`src/rtl/det_pkg.sv`:
```
// Shared types and default sizing for the window counter and detector bench.
package det_pkg;

  localparam int unsigned WIN_LEN_DEF = 8;
  localparam int unsigned CNT_W_DEF   = 4;

  typedef enum logic {
    S_IDLE  = 1'b0,
    S_COUNT = 1'b1
  } state_t;

endpackage

```
`src/rtl/det_out_reg.sv`:
```
// Result holding register: valid/ready output stage with a sticky overrun flag.
module det_out_reg #(
  parameter int unsigned CNT_W = 4
) (
  input  logic             clk,
  input  logic             rst,
  input  logic             load,
  input  logic [CNT_W-1:0] load_count,
  input  logic             clr_ovr,
  input  logic             out_ready,
  output logic             out_valid,
  output logic [CNT_W-1:0] out_count,
  output logic             out_overrun
);

  logic slot_free;
  logic drop;

  // A handshake in the same cycle frees the slot for the incoming result.
  assign slot_free = !out_valid || out_ready;
  assign drop      = load && !slot_free;

  always_ff @(posedge clk) begin
    if (rst) begin
      out_valid   <= 1'b0;
      out_count   <= '0;
      out_overrun <= 1'b0;
    end else begin
      if (load && slot_free) begin
        out_valid <= 1'b1;
        out_count <= load_count;
      end else if (out_valid && out_ready) begin
        out_valid <= 1'b0;
      end

      if (drop) begin
        out_overrun <= 1'b1;
      end else if (clr_ovr) begin
        out_overrun <= 1'b0;
      end
    end
  end

endmodule

```
`src/rtl/det_window_counter.sv`:
```
// Counts detector pulses over fixed windows of accepted serial bits and
// hands each window's count to a valid/ready output register.
module det_window_counter
  import det_pkg::*;
#(
  parameter int unsigned WIN_LEN = WIN_LEN_DEF,
  parameter int unsigned CNT_W   = CNT_W_DEF
) (
  input  logic             clk,
  input  logic             rst,
  input  logic             en,
  input  logic             in_valid,
  input  logic             det,
  input  logic             clr_ovr,
  output logic             out_valid,
  input  logic             out_ready,
  output logic [CNT_W-1:0] out_count,
  output logic             out_overrun
);

  localparam logic [CNT_W-1:0] LAST_BIT = CNT_W'(WIN_LEN - 1);

  state_t           state, state_nxt;
  logic [CNT_W-1:0] bit_cnt, bit_cnt_nxt;
  logic [CNT_W-1:0] det_cnt, det_cnt_nxt;
  logic [CNT_W-1:0] win_count;
  logic             accept;
  logic             win_done;

  always_ff @(posedge clk) begin
    if (rst) begin
      state   <= S_IDLE;
      bit_cnt <= '0;
      det_cnt <= '0;
    end else begin
      state   <= state_nxt;
      bit_cnt <= bit_cnt_nxt;
      det_cnt <= det_cnt_nxt;
    end
  end

  always_comb begin
    state_nxt   = state;
    bit_cnt_nxt = bit_cnt;
    det_cnt_nxt = det_cnt;
    accept      = 1'b0;
    win_done    = 1'b0;
    win_count   = det_cnt + CNT_W'(det);

    case (state)
      S_IDLE:  accept = en && in_valid;
      S_COUNT: begin
        if (!en) begin
          state_nxt   = S_IDLE;
          bit_cnt_nxt = '0;
          det_cnt_nxt = '0;
        end else begin
          accept = in_valid;
        end
      end
      default: state_nxt = S_IDLE;
    endcase

    // Completion restarts at bit 0 while staying in S_COUNT, so windows abut.
    if (accept) begin
      state_nxt = S_COUNT;
      if (bit_cnt == LAST_BIT) begin
        win_done    = 1'b1;
        bit_cnt_nxt = '0;
        det_cnt_nxt = '0;
      end else begin
        bit_cnt_nxt = bit_cnt + CNT_W'(1);
        det_cnt_nxt = win_count;
      end
    end
  end

  det_out_reg #(
    .CNT_W(CNT_W)
  ) u_out_reg (
    .clk        (clk),
    .rst        (rst),
    .load       (win_done),
    .load_count (win_count),
    .clr_ovr    (clr_ovr),
    .out_ready  (out_ready),
    .out_valid  (out_valid),
    .out_count  (out_count),
    .out_overrun(out_overrun)
  );

endmodule

```
`config.mk`:
```
export PLATFORM = sky130hd
export DESIGN_NAME = det_window_counter
export DESIGN_NICKNAME = d
export VERILOG_FILES = /design/src/rtl/det_pkg.sv /design/src/rtl/det_out_reg.sv /design/src/rtl/det_window_counter.sv
export SDC_FILE = /design/constraint.sdc
export NUM_CORES = 1
export LEC_CHECK = 0
export CAP_MARGIN = 30
export CORE_MARGIN = 5
export CORE_UTILIZATION = 52
export DETAILED_ROUTE_END_ITERATION = 8
export PLACE_DENSITY_LB_ADDON = 0.3
export SETUP_SLACK_MARGIN = 0.05
export SLEW_MARGIN = 15
export SYNTH_ARGS = -nofsm -noshare
export SYNTH_HDL_FRONTEND = slang
export SYNTH_SLANG_ARGS = --single-unit
```
`constraint.sdc`:
```
create_clock -name clk -period 4.3 [get_ports clk]
set_clock_uncertainty 0.15 [all_clocks]
set_input_delay 1.29 -clock clk [delete_from_list [all_inputs] [get_ports clk]]
set_output_delay 1.29 -clock clk [all_outputs]
set_load 0.02 [all_outputs]
```
==> results.txt <==
----------------------------------------------------
[Layout]
  Final net count ... 100
  Antenna fix cells ... 0
  Proportion of layout cells with a drive suffix above 1 ... 5.62%
  Area growth from synthesis to layout ... 22.5%
  Count of non-filler cells in the finished layout ... 104

[Die]
  Placeable core area ... 0.00127 mm^2
  Count of pins on the block boundary ... 13
  Die height ... 46.1 um
  Number of placement rows ... 13
  Width of the die ... 46.1 um
  Starting density of the core ... 53.5%
  Total Die Area ... 0.00213 mm^2

[Synthesis]
  Most frequent cell after synthesis ... dfxtp_1
  Synth unique cells ... 28
  Synthesized flop and latch total ... 15
  Number of nets produced by synthesis ... 86
  Proportion of synthesized flip-flops having asynchronous set or reset ... 0%
  Netlist Area Pre-Place ... 678 um^2
  Synth Instances ... 76
  Dominant cells by area after synthesis ... dfxtp_1 44%, a21oi_1 5.9%, ha_1 5.5%, nor2_1 3.9%, a32oi_1 3.9%
  Total number of yosys warnings ... 0
  Dominant synthesized flop cell ... dfxtp_1
  Share of Yosys cell area claimed by the top area cell type ... 44.3%
  Post-synth top cells ... 15 x dfxtp_1, 8 x a21oi_1, 7 x nor2_1
  Library cell occupying the most area in the post-synthesis netlist ... dfxtp_1
  Portion of the post-synthesis area used by sequential elements ... 44.3%
  Number of enable-type register cells in the synthesized netlist ... 0
  Average cell area after synthesis ... 8.92 um^2

[Worst setup path]
  Kind of end point of the critical path ... register
  Reg-to-Reg Start ... bit_cnt[0]$_SDFFE_PP0P_
  Largest stage delay on the critical path ... 580 ps
  Register-to-register setup slack ... 2710 ps
  Slowest cell on crit path ... mux2i_1
  CP Max Fanout ... 8
  Critical path's top delay family ... multiplexers
  FF-to-FF End ... bit_cnt[0]$_SDFFE_PP0P_
  Startpoint-to-endpoint class of the critical path ... input pin to register
  Worst R2R Path Depth ... 4
  Crit path required time ... 4380 ps
  Worst path depth ... 4
  Arrival time at the worst endpoint ... 2770 ps
  Critical path launch point type ... input pin
  Number of buffers and inverters on the critical path ... 1
  Cell Chain, Critical Path ... clkdlybuf4s50_1, mux2i_1, o21ai_0, a21oi_1

[Detailed routing]
  DR pass1 iterations ... 4
  Post-detailed-route count of antenna-violating nets ... 0
  Ratio of routed vias to standard cells ... 5.89
  Wirelength, routed ... 1410 um
  Number of DRC violations after detailed-routing iteration 0 ... 6
  Total via count in the routed design ... 613
  Routed wire length per instance ... 13.5 um
  DRC violations left ... 0

[Pwr]
  Cell-internal power ... 0.000185 W
  Net switching fraction of the power ... 23.9%
  Switching Power ... 0.0000579 W
  Leakage power of the design ... 0.298 nW
  Clk pwr share ... 33.0%
  Fraction of power consumed by combinational cells ... 8.3%
  Flop pwr share ... 58.7%
  Power per cell area ... 292 mW/mm^2
  Max IR drop VDD ... 0.225 mV

[Clocking]
  # H-tree levels ... 1
  Number of clock sinks ... 15
  Number of buffers created by CTS ... 3
  Post-cts hold buffer count ... 0
  Clk_lat worst skew ... 290 ps
  TritonCTS clock tree ... yes
  CTS root buf ... clkbuf_4
  Postcts setup bufs ... 0
  Clock tree buffer depth ... 2
  CTS clock-pin slew for the worst setup and hold paths ... 90 ps
  Number of resized instances in the post-cts repair step ... 0

[Placement]
  Post-detail-place hpwl ... 1020 um
  Weighted congestion reported at the end of routability-driven placement ... 0.729
  Number of cells in the design after placement ... 100
  Number of buffers added on ports ... 12

[STA]
  RSZ-0062 raised after global routing ... no
  Setup total negative slack ... 0 ps
  Worst relative slew slack ... 57.7%
  Setup violations, final ... 0
  Achievable Freq ... 371 MHz
  Period utilization ... 62.7%
  Slew at the pin with the worst max-slew slack ... 617 ps
  Final Hold Vio Count ... 0
  Final Slew Violations ... 0
  Final critical delay including setup and external delays ... 2690 ps
  Worst Hold Slack ... 332 ps

[Worst hold path]
  Hold Startpoint ... u_out_reg.out_count[1]$_SDFFE_PP0P_
  Worst Hold Class ... register to register
  Worst hold stages ... 2
  Worst-case hold path end point ... u_out_reg.out_count[1]$_SDFFE_PP0P_

[Status]
  Run status ... finished clean

[GRT]
  Via count of the first global-routing pass ... 596
  Wire length of the first global-routing pass ... 2620 um
  Largest net degree at the start of global routing ... 17
  Total routing resource utilization after global routing ... 17.1%
  Number of antenna violations at the first check in global routing ... 0
  Remaining global-route overflow ... 0

[Flow run]
  Maximum capacitance violations ... 0

----------------------------------------------------
-- worst max-delay path by stage --
stage | start | to
3_3_place_gp | en | bit_cnt[3]$_SDFFE_PP0P_
5_1_grt | en | bit_cnt[3]$_SDFFE_PP0P_
2_1_floorplan | det | det_cnt[2]$_SDFFE_PP0P_
3_5_place_dp | en | bit_cnt[3]$_SDFFE_PP0P_
6_report | en | bit_cnt[3]$_SDFFE_PP0P_
4_1_cts | en | bit_cnt[3]$_SDFFE_PP0P_
-- logic make-up after synthesis --
| group | synth area share, % |
|---|---|
| mux | 1.48 |
| flops | 44.3 |
| buf+inv | 3.14 |
| fa+ha+maj | 5.54 |
| xor+xnor | 1.29 |
| compound gates | 22.5 |
| simple gates | 21.8 |
-- worst min-delay path, cell delays in order, from the launching register on --
cell and delay (ps):
dfxtp_1 320, o31ai_1 60, a21oi_1 60
-- through the flow --
step / power (W) / worst slack, ps / instance area (um^2) / utilization (%)
CTS: 0.000246 / 1580 / 831 / 65.5
global placement: 0.000165 / 1420 / 803 / 63.3
detailed placement: 0.000166 / 1280 / 803 / 63.3
global route: 0.000257 / 1480 / 831 / 65.5
finish: 0.000243 / 1610 / 831 / 65.5
floorplan: 0.000156 / 2010 / 678 / -
-- power groups by stage --
stage,logic (W),clock network (W),registers [W]
3_5_place_dp,0.0000200,0,0.000146
2_1_floorplan,0.0000106,0,0.000145
5_1_grt,0.0000225,0.0000915,0.000143
3_3_place_gp,0.0000194,0,0.000145
4_1_cts,0.0000201,0.0000840,0.000142
6_report,0.0000201,0.0000801,0.000142
-- final cells by class --
| class | instances | area [um^2] |
|---|---|---|
| Clock buffer | 3 | 22.5 |
| Inverter | 2 | 7.51 |
| Clock inverter | 1 | 5.00 |
| Tap cell | 15 | 18.8 |
| Multi-Input combinational cell | 56 | 357 |
| Fill cell | 108 | 438 |
| Timing Repair Buffer | 12 | 120 |
| Sequential cell | 15 | 300 |
-- per-layer routing --
layer | track usage (%) | routed length (um) | part of all wire (%)
met2 | 23.6 | 623 | 44
met3 | 3.52 | 64 | 4.5
met5 | 0 | 0 | 0
met4 | 8.52 | 23 | 1.6
met1 | 24.7 | 697 | 50
-- flip-flops by register name, summed over array words and instances (netlist names) --
| name | count |
|---|---|
| u_out_reg.out_overrun | 1 |
| u_out_reg.out_count | 4 |
| det_cnt | 4 |
| bit_cnt | 4 |
| u_out_reg.out_valid | 1 |
| state | 1 |
-- layout by cell type (no fill, tap or decap), drive strengths merged, types with 2 or more instances in the layout --
cell,instances
nor2b,3
o31ai,2
ha,3
a32oi,3
nor2,7
nand4,2
o21ai,2
dfxtp,15
or3,2
a31oi,2
nand2,4
clkbuf,3
inv,2
a21oi,8
nand3,2
clkdlybuf4s50,12
nand3b,2
nor3,3
a211oi,2
Power figures use the tool's default switching activity.
